===== config.mk =====
export PLATFORM = sky130hd
export DESIGN_NAME = spike_event_buffer
export DESIGN_NICKNAME = d
export VERILOG_FILES = /design/src/rtl/spike_pkg.sv /design/src/rtl/sync_fifo.sv /design/src/rtl/spike_event_buffer.sv
export SDC_FILE = /design/constraint.sdc
export NUM_CORES = 1
export LEC_CHECK = 0
export CORE_MARGIN = 5
export CORE_UTILIZATION = 55
export DETAILED_ROUTE_END_ITERATION = 6
export GPL_ROUTABILITY_DRIVEN = 0
export PLACE_DENSITY = 0.73
export SYNTH_ARGS = -nofsm -noshare
export SYNTH_HDL_FRONTEND = slang
export SYNTH_SLANG_ARGS = --single-unit

===== constraint.sdc =====
create_clock -name clk_i -period 3.6 [get_ports clk_i]
set_input_delay 0.72 -clock clk_i [delete_from_list [all_inputs] [get_ports clk_i]]
set_output_delay 0.72 -clock clk_i [all_outputs]
set_load 0.02 [all_outputs]

===== src/rtl/spike_pkg.sv =====
// Shared definitions for the spike event buffer.
//  - Default geometry: FIFO depth, neuron index width, spike counter width.
//  - Event-word field offsets for the default index width.
//  - Sweep FSM state encodings.
package spike_pkg;

  localparam int SPK_DEPTH = 16;
  localparam int SPK_IDX_W = 8;
  localparam int SPK_CNT_W = 9;

  // Event word layout: {eos, spk, idx}
  localparam int IDX_LSB = 0;
  localparam int SPK_BIT = SPK_IDX_W;
  localparam int EOS_BIT = SPK_IDX_W + 1;

  typedef enum logic [1:0] {
    IDLE  = 2'd0,
    SWEEP = 2'd1,
    DRAIN = 2'd2
  } state_e;

endpackage


===== src/rtl/sync_fifo.sv =====
// Synchronous first-word-fall-through FIFO.
//  Ports:
//   clk_i, rst_ni      clock, asynchronous active-low reset
//   wr_en_i, wr_data_i write request and data (ignored when full)
//   rd_en_i            pop the head word (ignored when empty)
//   rd_data_o          head word, forced to zero while empty
//   full_o, empty_o    occupancy flags derived from the pointers
//  Pointers carry one extra wrap bit so full and empty are distinguishable.
module sync_fifo #(
  parameter int DEPTH = 16,
  parameter int WIDTH = 10
) (
  input  logic             clk_i,
  input  logic             rst_ni,
  input  logic             wr_en_i,
  input  logic [WIDTH-1:0] wr_data_i,
  input  logic             rd_en_i,
  output logic [WIDTH-1:0] rd_data_o,
  output logic             full_o,
  output logic             empty_o
);

  localparam int AW = $clog2(DEPTH);
  localparam int PW = AW + 1;

  logic [PW-1:0]    wr_ptr_r;
  logic [PW-1:0]    rd_ptr_r;
  logic [WIDTH-1:0] mem_r [DEPTH];
  logic             wr_do_s;
  logic             rd_do_s;

  assign full_o  = (wr_ptr_r[AW] != rd_ptr_r[AW]) &&
                   (wr_ptr_r[AW-1:0] == rd_ptr_r[AW-1:0]);
  assign empty_o = (wr_ptr_r == rd_ptr_r);
  assign wr_do_s = wr_en_i && !full_o;
  assign rd_do_s = rd_en_i && !empty_o;

  // Head word is zeroed when empty so stale storage never leaks out.
  assign rd_data_o = empty_o ? {WIDTH{1'b0}} : mem_r[rd_ptr_r[AW-1:0]];

  // Pointer registers; wrap naturally modulo 2*DEPTH.
  always_ff @(posedge clk_i or negedge rst_ni) begin
    if (!rst_ni) begin
      wr_ptr_r <= {PW{1'b0}};
      rd_ptr_r <= {PW{1'b0}};
    end else begin
      if (wr_do_s) begin
        wr_ptr_r <= wr_ptr_r + PW'(1);
      end
      if (rd_do_s) begin
        rd_ptr_r <= rd_ptr_r + PW'(1);
      end
    end
  end

  // Storage array; contents are don't-care until written.
  always_ff @(posedge clk_i) begin
    if (wr_do_s) begin
      mem_r[wr_ptr_r[AW-1:0]] <= wr_data_i;
    end
  end

endmodule


===== src/rtl/spike_event_buffer.sv =====
// Spike event buffer: queues spiking-neuron indices and one end-of-sweep
// marker per image, drained by the output router over valid/ready.
//  Ports:
//   clk_i, rst_ni        clock, asynchronous active-low reset
//   new_image_packet_i   clears spike count and overflow (FIFO kept)
//   spike_valid_i        neuron result valid; spike_i = fired
//   neuron_idx_i         index of the reported neuron
//   last_neuron_i        final neuron of the sweep
//   evt_valid_o/ready_i  FWFT handshake; evt_data_o = {eos, spk, idx}
//   spike_count_o        accepted spikes this image, saturating
//   overflow_o           sticky: a push was dropped on a full FIFO
//   busy_o               FSM not idle
//   sweep_done_o         one-cycle pulse when a sweep has fully drained
module spike_event_buffer
  import spike_pkg::*;
#(
  parameter int DEPTH = SPK_DEPTH,
  parameter int IDX_W = SPK_IDX_W,
  parameter int CNT_W = SPK_CNT_W
) (
  input  logic             clk_i,
  input  logic             rst_ni,
  input  logic             new_image_packet_i,
  input  logic             spike_valid_i,
  input  logic             spike_i,
  input  logic [IDX_W-1:0] neuron_idx_i,
  input  logic             last_neuron_i,
  output logic             evt_valid_o,
  input  logic             evt_ready_i,
  output logic [IDX_W+1:0] evt_data_o,
  output logic [CNT_W-1:0] spike_count_o,
  output logic             overflow_o,
  output logic             busy_o,
  output logic             sweep_done_o
);

  localparam int W = IDX_W + 2;
  localparam logic [CNT_W-1:0] CNT_MAX = CNT_W'(2 ** IDX_W);

  state_e           state_r;
  state_e           state_nxt_s;
  logic [CNT_W-1:0] count_r;
  logic [CNT_W-1:0] count_base_s;
  logic [CNT_W-1:0] count_nxt_s;
  logic             ovf_r;
  logic             ovf_nxt_s;
  logic             done_r;
  logic             done_nxt_s;
  logic             busy_r;
  logic             push_req_s;
  logic             push_ok_s;
  logic             push_drop_s;
  logic             pop_s;
  logic             full_s;
  logic             empty_s;
  logic [W-1:0]     word_s;
  logic [W-1:0]     head_s;

  // Only fired neurons and the end-of-sweep neuron produce events.
  assign push_req_s  = spike_valid_i && (spike_i || last_neuron_i);
  // Acceptance depends on occupancy at cycle start only: a same-cycle pop
  // does not make room.
  assign push_ok_s   = push_req_s && !full_s;
  assign push_drop_s = push_req_s && full_s;
  assign word_s      = {last_neuron_i, spike_i, neuron_idx_i};
  assign pop_s       = !empty_s && evt_ready_i;

  sync_fifo #(
    .DEPTH (DEPTH),
    .WIDTH (W)
  ) u_fifo (
    .clk_i     (clk_i),
    .rst_ni    (rst_ni),
    .wr_en_i   (push_ok_s),
    .wr_data_i (word_s),
    .rd_en_i   (pop_s),
    .rd_data_o (head_s),
    .full_o    (full_s),
    .empty_o   (empty_s)
  );

  assign evt_valid_o   = !empty_s;
  assign evt_data_o    = head_s;
  assign spike_count_o = count_r;
  assign overflow_o    = ovf_r;
  assign busy_o        = busy_r;
  assign sweep_done_o  = done_r;

  // Image clear is applied first, then the current cycle's spike/drop.
  always_comb begin
    count_base_s = new_image_packet_i ? {CNT_W{1'b0}} : count_r;
    if (push_ok_s && spike_i && (count_base_s != CNT_MAX)) begin
      count_nxt_s = count_base_s + CNT_W'(1);
    end else begin
      count_nxt_s = count_base_s;
    end
    ovf_nxt_s = (new_image_packet_i ? 1'b0 : ovf_r) | push_drop_s;
  end

  // Sweep FSM next-state and done pulse.
  always_comb begin
    state_nxt_s = state_r;
    done_nxt_s  = 1'b0;
    case (state_r)
      IDLE: begin
        if (spike_valid_i) begin
          state_nxt_s = SWEEP;
        end else begin
          state_nxt_s = IDLE;
        end
      end
      SWEEP: begin
        if (spike_valid_i && last_neuron_i) begin
          state_nxt_s = DRAIN;
        end else begin
          state_nxt_s = SWEEP;
        end
      end
      DRAIN: begin
        // A new sweep overlapping the drain takes priority over finishing.
        if (spike_valid_i && !last_neuron_i) begin
          state_nxt_s = SWEEP;
        end else if (spike_valid_i) begin
          state_nxt_s = DRAIN;
        end else if (empty_s) begin
          state_nxt_s = IDLE;
          done_nxt_s  = 1'b1;
        end else begin
          state_nxt_s = DRAIN;
        end
      end
      default: begin
        state_nxt_s = IDLE;
      end
    endcase
  end

  // State, counter, status and pulse registers.
  always_ff @(posedge clk_i or negedge rst_ni) begin
    if (!rst_ni) begin
      state_r <= IDLE;
      count_r <= {CNT_W{1'b0}};
      ovf_r   <= 1'b0;
      done_r  <= 1'b0;
      busy_r  <= 1'b0;
    end else begin
      state_r <= state_nxt_s;
      count_r <= count_nxt_s;
      ovf_r   <= ovf_nxt_s;
      done_r  <= done_nxt_s;
      busy_r  <= (state_nxt_s != IDLE);
    end
  end

endmodule

==> results.yml, run 1 <==
status:
  outcome: "completed"
finish:
  instances_no_fill: 624
  final_nets: 458
  num_antenna_cells: 0
  syn_to_final_growth_pct: 16.0
  utilization_pct: 65.1
  drive_above_1_share_pct: 20.3
synthesis:
  synthTopCellsByCount: "edfxtp_1, mux4_2, dfrtp_1, a22oi_1, and3_1"
  async_reset_ff_share_pct: 13.0
  synth_xor_area_share_pct: 2.88
  ys_warn_count: 0
  synthFlopType: "edfxtp_1"
  synthTopCellsByArea: "edfxtp_1, mux4_2, dfrtp_1"
  ys_seq_area_share_pct: 72.7
  synth_seq_cells: 184
  synth_cell_types: 40
  synth_top_family_by_area: "multiplexers"
  synth-edff-count: 160
  synth-simple-area-share_pct: 5.50
  netlist.area_leader.share_pct: 64.6
  syn_area_um2: 7430
  synthMuxAreaShare_pct: 12.4
  synth_compound_area_share_pct: 3.60
  synthCells: 389
  syn_nets: 411
  synth_top_area_cell: "edfxtp_1"
  synth.most_common_cell: "edfxtp_1"
  avgSynthCellArea_um2: 19.1
  synth_fa_ha_area_share_pct: 1.18
setup_path:
  cp_data_arrival_time_ns: 2.77
  critPathCaptureType: "output port"
  path_max_fanout: 20
  reg2reg_slack_ns: 1.42
  critPathKind: "flop to output port"
  worstSetupStartpointType: "flop"
  required_ns: 2.88
clocking:
  clockRootBuffer: "clkbuf_16"
  tritoncts: "built"
  cts.path.max_buffers: 2
  cts-buffers-inserted: 17
  cts.sinks: 184
  cts.htree.levels: 4
  path_clk_slew_ns: 0.06
  clkLatencyLatePin_ns: 0.42
timing:
  tns_ns: 0
  drv_slew: 0
  fin_skew_ns: 0.0109
  period_minus_slack_ns: 3.49
  tightest_slew_ns: 0.664
  max_freq_ghz: 0.287
  finalHoldViolations: 0
  rsz0062_at_grt: "false"
  finalSetupViolCount: 0
  whs_ns: 0.497
  relSlewSlack_pct: 55.7
  finalWorstSetupSlack_ns: 0.112
  period_share_pct: 96.9
detailed_routing:
  drc_errors: 0
  first_pass_iters: 5
  viasPerCell: 6.01
  wl_mm: 14.8
  wl_per_cell_um: 23.7
  antenna_left: 0
  drt_iter0_markers: 440
  num_vias: 3750
floorplan:
  die_h_um: 126
  row_count: 42
  die_area_um2: 15900
  die_w_um: 126
  initial_core_util_pct: 56.1
  fp.coreArea_um2: 13200
  num_io_pins: 38
power_and_ir_drop:
  p_per_area_nw_per_um2: 779
  vdd_drop_max_mv: 0.407
  p_leak_nw: 2.89
place:
  placed_cells: 592
  dp_hpwl_mm: 8.90
  port_buffers: 37
  dp_slack_ns: 0.484
global_route:
  grt_use_total_pct: 19.9
  antenna_found_initial: 0
  globalRouteOverflowTotal: 0
  grt_pass1_vias: 3985
  grt_max_degree: 44
  grt_pass1_wl_mm: 23.3
flow_run:
  cap_violations: 0
worst_hold_path:
  hold_path_class: "flop to flop"
-- cells in the final DEF, fill, tap and decap left out, drive strengths merged, types with 2 or more instances in the layout --
master         instances
mux2                   2
inv                    6
edfxtp               160
nor4                   3
clkdlybuf4s50         37
dfrtp                 24
ha                     7
buf                   11
mux4                  40
nand2                  8
clkinvlp               2
and3                  15
nor2b                  7
clkbuf                19
nor2                   7
nor3                   2
nand3                  4
nand4                  8
nand2b                 4
a21oi                 13
clkinv                 8
o21ai                  3
nor4b                  2
xor2                   8
xnor2                 13
bufinv                 2
and2                   4
a22oi                 21
-- registers in the layout, indices dropped and copies added, names as in the netlist --
signal	cells
overflow_o	1
u_fifo.wr_ptr_r	5
state_r	2
u_fifo.mem_r	160
busy_o	1
u_fifo.rd_ptr_r	5
spike_count_o	9
sweep_done_o	1
-- what timing repair did --
action	in CTS	in global routing
setup buffers	0	0
endpoints found under the setup margin	1	2
pin swaps	0	0
gates cloned	1	0
gates resized for setup	1	2
hold buffers	0	0
-- metrics by stage --
step	total power, mW	instance area [um^2]
6_report	6.72	8620
5_1_grt	7.03	8620
3_5_place_dp	4.97	8030
2_1_floorplan	4.18	7430
4_1_cts	6.77	8610
3_3_place_gp	4.94	8030
-- layer usage --
metal | routed length (um) | track usage (%)
met5 | 0 | 0
met4 | 196 | 6.44
met3 | 823 | 4.70
met2 | 7630 | 31.9
met1 | 6160 | 27.3
-- layout make-up --
| cell class | instances | area, um^2 |
|---|---|---|
| sequential | 184 | 5410 |
| fill | 905 | 4620 |
| multi-input combinational | 178 | 1910 |
| timing repair buffer | 49 | 518 |
| clock buffer | 19 | 433 |
| tap | 176 | 220 |
| clock inverter | 12 | 110 |
| inverter | 6 | 22.5 |
-- final timing paths --
path,startpoint,to,depth (start not counted)
setup / recovery,u_fifo.rd_ptr_r[0],evt_data_o[6],5
hold / removal,u_fifo.wr_ptr_r[4],u_fifo.wr_ptr_r[4],1
setup reg to reg,u_fifo.rd_ptr_r[0],u_fifo.rd_ptr_r[1],6
hold reg to reg,u_fifo.wr_ptr_r[4],u_fifo.wr_ptr_r[4],1
max in group asynchronous,rst_ni,u_fifo.rd_ptr_r[0],2
min in group asynchronous,rst_ni,spike_count_o[5],2
-- worst max-delay path, stage by stage (launching register included) --
cell and delay, ns:
dfrtp_2 0.51, bufbuf_16 0.40, mux4_2 0.55, a22oi_1 0.22, a21oi_1 0.10, clkdlybuf4s50_1 0.56
-- cells by family (layout without fill, tap and decap cells) --
group	count (synthesis)	in the layout
flops	184	184
buf+inv	27	86
compound gates	41	41
simple gates	67	67
xor+xnor	21	21
fa+ha+maj	7	7
mux	42	42
-- where the power goes --
group	leakage, nW	internal, mW	switching [mW]
Combinational	0.879	1.09	1.19
Sequential	1.75	2.55	0.172
Clock	0.262	1.00	0.717
Total	2.89	4.64	2.08
(Power assumes the default switching activity.)
==> run 2: changes to the inputs <==
--- a/config.mk
+++ b/config.mk
@@ -6,10 +6,10 @@
 export NUM_CORES = 1
 export LEC_CHECK = 0
 export CORE_MARGIN = 5
-export CORE_UTILIZATION = 55
+export CORE_UTILIZATION = 40
 export DETAILED_ROUTE_END_ITERATION = 6
 export GPL_ROUTABILITY_DRIVEN = 0
-export PLACE_DENSITY = 0.73
+export PLACE_DENSITY = 0.56
 export SYNTH_ARGS = -nofsm -noshare
 export SYNTH_HDL_FRONTEND = slang
 export SYNTH_SLANG_ARGS = --single-unit
==> results.yml, run 2 (synthesis gave the netlist of run 1 again) <==
floorplan:
  num_io_pins: 38
  die_area_um2: 21400
  initial_core_util_pct: 41.0
  row_count: 49
  die_w_um: 146
  die_h_um: 146
  fp.coreArea_um2: 18100
global_route:
  grt_max_degree: 28
  antenna_found_initial: 0
  globalRouteOverflowTotal: 0
  grt_pass1_vias: 3963
  grt_pass1_wl_mm: 24.2
  grt_use_total_pct: 15.3
timing:
  period_minus_slack_ns: 3.43
  finalSetupViolCount: 0
  fin_skew_ns: 0.00992
  tightest_slew_ns: 0.674
  finalHoldViolations: 0
  rsz0062_at_grt: "false"
  drv_slew: 0
  relSlewSlack_pct: 55.0
  period_share_pct: 95.3
  max_freq_ghz: 0.291
  tns_ns: 0
clocking:
  clkLatencyLatePin_ns: 0.43
  cts.path.max_buffers: 2
  cts.htree.levels: 4
  postCtsHoldBufs: 0
  cts-buffers-inserted: 17
  tritoncts: "built"
  path_clk_slew_ns: 0.07
  cts.sinks: 184
  clockRootBuffer: "clkbuf_16"
setup_path:
  crit_family: "buffers and inverters"
  path_buf_inv: 1
  critPathKind: "flop to output port"
  cp_data_arrival_time_ns: 2.71
  worstSetupStartpointType: "flop"
  path_max_fanout: 11
  required_ns: 2.88
  crit_path_max_incr_delay_ns: 0.63
  crit_slowest_cell: "clkdlybuf4s50_1"
  reg2reg_slack_ns: 1.31
  critPathCaptureType: "output port"
  path_cells: "and2_1 -> a22oi_1 -> a21oi_1 -> clkdlybuf4s50_1"
worst_hold_path:
  hold_path_class: "flop to flop"
finish:
  largest_reg_flops: 160
  layout_commonest_cell: "edfxtp_1"
  drive_above_1_share_pct: 22.1
  syn_to_final_growth_pct: 17.6
  fillCellCount: 1519
  layout_common_cells: "edfxtp_1, mux4_2, clkdlybuf4s50_1"
  final_nets: 457
  num_antenna_cells: 0
detailed_routing:
  wl_mm: 15.7
  antenna_left: 0
  drt_iter0_markers: 268
  viasPerCell: 5.51
  drc_errors: 0
  wl_per_cell_um: 23.2
  first_pass_iters: 5
  num_vias: 3732
power_and_ir_drop:
  vdd_drop_max_mv: 0.408
  p_leak_nw: 2.92
  p_per_area_nw_per_um2: 790
  power_mw: 6.91
place:
  dp_hpwl_mm: 10.2
  port_buffers: 37
status:
  outcome: "completed"
flow_run:
  cap_violations: 0
## run 2: through the flow
stage          std cells  setup slack [ns]  util [%]  hold slack [ns]  cell area [um^2]
3_3_place_gp         645             0.517      44.7            0.478              8110
6_report             677             0.169      48.2            0.491              8740
2_1_floorplan        389              1.23         -            0.424              7430
3_5_place_dp         645             0.395      44.7            0.479              8110
5_1_grt              677            0.0215      48.2            0.519              8740
4_1_cts              677            0.0950      48.2            0.497              8740
## run 2: final timing paths
path / start / endpoint / depth (start not counted)
max in group asynchronous: rst_ni / u_fifo.rd_ptr_r[1] / 2
setup / recovery: u_fifo.rd_ptr_r[2] / evt_data_o[1] / 4
min in group asynchronous: rst_ni / spike_count_o[7] / 2
setup reg to reg: u_fifo.rd_ptr_r[0] / u_fifo.mem_r[6][2] / 6
hold reg to reg: u_fifo.wr_ptr_r[4] / u_fifo.wr_ptr_r[4] / 1
hold / removal: u_fifo.wr_ptr_r[4] / u_fifo.wr_ptr_r[4] / 1
## run 2: layout make-up
class	count	area, um^2	area share (%)
sequential	184	5410	61.8
timing repair buffer	48	490	5.61
clock buffer	17	425	4.87
multi-input combinational	178	1910	21.9
clock inverter	15	198	2.26
tap	229	287	3.28
inverter	6	22.5	0.258
## run 2: per-layer routing
layer / vias to the layer above / GRT usage, % / share of wire [%] / routed length (um)
met5: - / 0 / 0 / 0
met4: 0 / 5.36 / 1.5 / 240
met3: 16 / 3.44 / 4.6 / 722
met2: 109 / 23.8 / 48 / 7580
met1: 1945 / 21.5 / 45 / 7130
li1: 1662 / - / - / -
## run 2: repair_timing
item | CTS | global route
hold endpoints to repair | 0 | 0
gates cloned | 0 | 0
setup endpoints to repair | 4 | 5
gates resized for setup | 1 | 2
buffers inserted | 0 | 0
## run 2: report_power, final
part | total (mW) | internal, mW | switching [mW]
sequential | 2.72 | 2.54 | 0.173
combinational | 2.26 | 1.05 | 1.21
clock | 1.93 | 1.06 | 0.870
total | 6.91 | 4.66 | 2.25
## run 2: worst reg2reg max path, delay by kind of cell (launching register included)
kind | cells | cell delay, ns
flip-flops | 1 | 0.41
AND/OR/NAND/NOR | 2 | 0.72
AO/OA/AOI/OAI | 1 | 0.15
buffers and inverters | 2 | 0.43
XOR/XNOR | 1 | 0.21
